===== src/rtl/pipe_hazard_ctrl.sv =====
// Pipeline hazard controller: stall/refresh for the four segment registers,
// load-use and memory-wait detection, and multi-cycle mult/div sequencing.
module pipe_hazard_ctrl #(
  parameter int MULT_CYCLES = 2,
  parameter int DIV_CYCLES  = 33,
  parameter int REG_W       = 6
) (
  input  logic             clk,
  input  logic             resetn,
  input  logic [REG_W-1:0] id_rs,
  input  logic [REG_W-1:0] id_rt,
  input  logic             id_rs_ren,
  input  logic             id_rt_ren,
  input  logic             ex_load,
  input  logic             ex_regwen,
  input  logic [REG_W-1:0] ex_wreg,
  input  logic             ex_mult,
  input  logic             ex_div,
  input  logic             i_stall,
  input  logic             d_stall,
  input  logic             exc_flush,
  output logic             if_id_stall,
  output logic             id_ex_stall,
  output logic             ex_mem_stall,
  output logic             mem_wb_stall,
  output logic             if_id_refresh,
  output logic             id_ex_refresh,
  output logic             ex_mem_refresh,
  output logic             mem_wb_refresh,
  output logic             md_start,
  output logic             md_busy
);

  localparam int MAXC = (DIV_CYCLES > MULT_CYCLES) ? DIV_CYCLES : MULT_CYCLES;
  localparam int CW   = $clog2(MAXC + 1);
  localparam logic [CW-1:0] MUL_LD = CW'(MULT_CYCLES - 1);
  localparam logic [CW-1:0] DIV_LD = CW'(DIV_CYCLES - 1);

  typedef enum logic [1:0] {
    S_IDLE,
    S_BUSY,
    S_DONE
  } state_e;

  state_e        state_q;
  logic [CW-1:0] cnt_q;
  logic [CW-1:0] md_ld;
  logic          md_go;
  logic          load_use;
  logic [3:0]    stall;
  logic [3:0]    refresh;

  assign md_ld = ex_div ? DIV_LD : MUL_LD;
  assign md_go = (state_q == S_IDLE) & (ex_mult | ex_div)
               & ~exc_flush & ~d_stall;

  assign md_start = resetn & md_go;
  assign md_busy  = resetn & (md_go | (state_q == S_BUSY));

  assign load_use = ex_load & ex_regwen & (ex_wreg != '0)
                  & ((id_rs_ren & (id_rs == ex_wreg))
                   | (id_rt_ren & (id_rt == ex_wreg)));

  // Launch cycle is the first busy cycle, so BUSY covers the remaining N-1.
  always_ff @(posedge clk or negedge resetn) begin
    if (!resetn) begin
      state_q <= S_IDLE;
      cnt_q   <= '0;
    end else if (exc_flush) begin
      state_q <= S_IDLE;
      cnt_q   <= '0;
    end else begin
      unique case (state_q)
        S_IDLE: begin
          if (md_go) begin
            cnt_q   <= md_ld;
            state_q <= (md_ld == '0) ? S_DONE : S_BUSY;
          end
        end
        S_BUSY: begin
          if (!d_stall) begin
            cnt_q <= cnt_q - CW'(1);
            if (cnt_q == CW'(1)) state_q <= S_DONE;
          end
        end
        S_DONE: state_q <= S_IDLE;
        default: begin
          state_q <= S_IDLE;
          cnt_q   <= '0;
        end
      endcase
    end
  end

  // Bit order: {if_id, id_ex, ex_mem, mem_wb}
  always_comb begin
    stall   = '0;
    refresh = '0;
    if (!resetn) begin
      refresh = 4'b1111;
    end else if (exc_flush) begin
      refresh = 4'b1111;
    end else if (d_stall) begin
      stall = 4'b1111;
    end else if (md_busy) begin
      stall   = 4'b1100;
      refresh = 4'b0010;
    end else if (load_use) begin
      stall   = 4'b1000;
      refresh = 4'b0100;
    end else if (i_stall) begin
      refresh = 4'b1000;
    end
  end

  assign if_id_stall    = stall[3];
  assign id_ex_stall    = stall[2];
  assign ex_mem_stall   = stall[1];
  assign mem_wb_stall   = stall[0];
  assign if_id_refresh  = refresh[3];
  assign id_ex_refresh  = refresh[2];
  assign ex_mem_refresh = refresh[1];
  assign mem_wb_refresh = refresh[0];

endmodule


===== config.mk =====
export PLATFORM = sky130hd
export DESIGN_NAME = pipe_hazard_ctrl
export DESIGN_NICKNAME = d
export VERILOG_FILES = /design/src/rtl/pipe_hazard_ctrl.sv
export SDC_FILE = /design/constraint.sdc
export NUM_CORES = 1
export LEC_CHECK = 0
export CAP_MARGIN = 30
export CORE_ASPECT_RATIO = 0.6
export CORE_MARGIN = 3
export CORE_UTILIZATION = 36
export CTS_CLUSTER_DIAMETER = 120
export CTS_CLUSTER_SIZE = 16
export DETAILED_ROUTE_END_ITERATION = 6
export PLACE_DENSITY_LB_ADDON = 0.08
export SYNTH_ARGS = -nofsm -noshare
export SYNTH_HDL_FRONTEND = slang
export SYNTH_SLANG_ARGS = --single-unit
export TNS_END_PERCENT = 10

===== constraint.sdc =====
create_clock -name clk -period 1.5 [get_ports clk]
set_clock_uncertainty 0.15 [all_clocks]
set_input_delay 0.15 -clock clk [delete_from_list [all_inputs] [get_ports clk]]
set_output_delay 0.15 -clock clk [all_outputs]
set_load 0.03 [all_outputs]

==> results, run 1 <==
- The run finished, with violations left.
- The checks that failed: negative setup slack.
- The signal on the critical path passes through buf_6 -> or4_4 -> o311ai_4 -> or2_1 -> o21a_1 -> buf_6.
- The largest total area in the synthesized netlist belongs to sky130_fd_sc_hd__dfrtp_1.
- The number of buffer and inverter instances along the worst setup path is 2.
- The post-route minimum period is 1780 ps.
- Setup violations remaining at the end of the flow were counted as 13.
- Among all stages on the critical path, the largest delay is contributed by sky130_fd_sc_hd__or4_4.
- The setup path with the least slack is of type in -> out.
- The required time reported for the critical path endpoint is 1200 ps.
- The longest clock path from root to sink contains 2 buffers.
- The initial antenna violation count is 0.
- The via total after detailed routing is 1,042.
- The final estimated routing congestion in global placement is 0.948.
- The top cell type by area accounts for 25.1% of the synthesized area.
- The endpoint arrival time on the critical path is about 1500 ps.
- The worst vdd rail ir drop is 0.552 mV.
- The detailed router finished its first iteration with 56 violations.
- In the final design database the tool counted roughly 200 nets.
- The post-route netlist has 50.6% of its cells at a drive strength greater than 1.
- The site row count is 12.
- The via count of the first global-routing pass was between 1,000 and 1,500.
- TritonCTS built the clock tree.
- Counting every net in the synthesized netlist gives 125.
- For the pin with the worst max-slew slack, the measured transition is 298 ps.
- The detail-routed net length per standard cell is 16.9 µm.
- The insertion delay of the later-clocked pin in the worst-skew pair is 230 ps.
- The count of non-filler cells in the finished layout is 194.
- Summing internal, switching and leakage power gives 0.00105 W.
- Max-cap violations in this run came to 0.
- The number of register bits inferred by synthesis is 8.
- Static timing analysis puts the maximum clock frequency at 562 MHz.
- The total global routing overflow is 0.
- The floorplan step defined a die boundary enclosing 2840 µm².
- The pre-antenna-repair detailed-routing pass consisted of 4 iterations.
- Relative to the synthesized area, the layout overhead comes to 110%.
- The worst setup margin is -281 ps.
- Once the floorplan was initialized, standard cells occupied 40.6% of the core.
- The number of sinks driven by the clock tree is 8.
- For this run, the total global-route usage over all layers was measured as 22.2%.
- For this block, the routed nets add up to 3280 µm of wire.
- The power density over the cells is 625 nW/µm².
- Grouping stages by cell kind, the critical path spends the most delay in simple AND/OR/NAND/NOR gates.
- The total area of sequential cells is 203 µm².
- After filler insertion, the fill cell instance count of the layout stands at 115.
- The number of warning messages in the yosys log is 0.
- The launching element type of the critical path is an input port.
- The die boundary height is 42.5 µm.
- The path category of the worst min-delay check is in -> async.
- Entering global routing, the biggest net connects 12 pins.
- The most numerous cell on the critical path is sky130_fd_sc_hd__buf_6.
- The core region is a little under 2000 µm².
- The post-synthesis area per instance is 8.49 µm².
- The wire length of the first global-routing pass is between 4000 and 5000 µm.
- The residual antenna-violating net count after detailed routing is 0.
- The via density per instance is 5.37.
- The share of the Yosys chip area taken by registers is between 20 and 30%.
- For this run, the share of the core covered by cells in the final layout is 85.4%.
- Setup repair after global routing could not meet its margin everywhere.
- The clock input transition at the sequential cells of the worst setup and hold paths is about 50 ps.
- The antenna diode count is 0.
- The max-slew violation total from the final report was 0.
- Setup total negative slack on the finished layout was measured at -1970 ps.
- The I/O pin count is 39.
- Counting distinct cell types in the post-synthesis netlist gives 36.
- Across all hold checks on the routed design, the worst slack comes to 256 ps.
- Clock tree synthesis selected as its root buffer the cell sky130_fd_sc_hd__clkbuf_8.
- Ranked by total cell area, the synthesized netlist is headed by sky130_fd_sc_hd__dfrtp_1, sky130_fd_sc_hd__xnor2_1, sky130_fd_sc_hd__nor2_1.
- The total clock buffers created by CTS is 3.
- Detailed placement ended at an HPWL of about 2200 µm.
- The die is 66.8 µm wide.
- The element type at the critical path end is an output pin.
- In the routed design, unresolved DRC markers number 0.
- The final cycle utilization of the critical path is 119%.
- The largest single stage delay on the critical path is approximately 550 ps.
- The relative slew slack is 80.2%.
- The maximum level of the CTS H-tree is 1.
- Counting tap cells, the placed design contains a total of 186 instances.
- The number of port buffers is 38.
- In this run the worst path has a maximum fanout of 2.
- The most frequent standard cell in the layout excluding fill and tap cells is sky130_fd_sc_hd__buf_4.
- The hold violation total from the final report is 0.
- The top cell types in the final layout, fill and taps aside, are sky130_fd_sc_hd__buf_4, sky130_fd_sc_hd__dlymetal6s2s_1, sky130_fd_sc_hd__buf_6, sky130_fd_sc_hd__xnor2_1, sky130_fd_sc_hd__nor2_1.
- For this design the static power due to leakage is 0.824 nW.
- The number of instances in the synthesized netlist is between 90 and 100.
- The post-synthesis instance area is 798 µm².
- The multi-input combinational cells in the finished layout cover a total of between 600 and 700 µm².
==> tightest hold or removal path: cells and delay by family <==
family | cells | cell delay (ps)
buf+inv | 3 | 830
==> repair_timing <==
action,4_1_cts,5_1_grt
hold buffers,2,0
buffers inserted,2,1
gates resized for setup,49,30
setup endpoints to repair,18,14
endpoints found under the hold margin,8,0
pin swaps,13,19
==> sequential cells by signal, summed over array words and instances, names as in the netlist <==
signal and cells:
state_q 2, cnt_q 6
==> synthesized netlist by cell type (all sizes together) <==
library cell   n
xnor2         12
nor2           9
dfrtp          8
nor3           6
inv            5
o22ai          4
a22o           3
clkbuf         3
nand3          3
nand4          3
nor2b          3
nor4           3
o21ai          3
buf            2
ha             2
nand2          2
o21ba          2
o22a           2
o31ai          2
or2            2
or3b           2
a21oi          1
a31o           1
a32o           1
a41o           1
and2           1
mux2           1
nor3b          1
o211ai         1
o21a           1
o21bai         1
o311ai         1
or3            1
or4            1
==> final timing paths <==
check	from	to	slack (ps)	depth (start not counted)
min in group clk	exc_flush	state_q[0]	360	3
hold / removal	resetn	cnt_q[0]	260	3
hold reg to reg	state_q[1]	state_q[0]	470	2
max in group asynchronous	resetn	state_q[0]	710	4
setup / recovery	ex_wreg[1]	if_id_refresh	-280	6
setup reg to reg	state_q[1]	cnt_q[1]	-200	5
==> per-stage QoR <==
stage	setup slack, ps	cell area (µm²)
after floorplan	-197	837
after global routing	-323	1680
final	-281	1680
after global placement	-577	1440
after detailed placement	-632	1440
after CTS	-315	1560
==> routing by layer <==
layer	GRT usage (%)	share of wire (%)	up-vias	routed length, µm
met5	0	0	-	0
met4	1.21	1.6	0	53
met3	6.70	9.3	6	306
met2	35.0	47	62	1530
met1	31.0	42	482	1390
li1	-	-	492	-
==> cell families (layout without fill, tap and decap cells) <==
kind of cell / count (synthesis) / after routing / share of synthesized area [%]
simple gates: 37 / 37 / 25.9
compound gates: 24 / 24 / 25.2
xor+xnor: 12 / 12 / 13.2
buf+inv: 10 / 82 / 5.64
flops: 8 / 8 / 25.1
fa+ha+maj: 2 / 2 / 3.13
mux: 1 / 1 / 1.88
==> report_power, final <==
part           switching, W  internal (W)  total [W]
Clock             0.0000946      0.000175   0.000269
Combinational      0.000233      0.000286   0.000519
Sequential        0.0000262      0.000235   0.000261
Total              0.000353      0.000696    0.00105
==> area by class of cell <==
type | count | area share, %
clock buffers | 3 | 2.46
flip-flops and latches | 8 | 12.1
inverters | 5 | 1.12
repair buffers | 74 | 40.9
well taps | 28 | 2.09
multi-input cells | 76 | 41.4
(Power assumes the default switching activity.)
==> run 2, diff against run 1 <==
SLEW_MARGIN = 20   (was default)
==> results of run 2 <==
The final DEF is identical to that of run 1; final timing and power are the same.
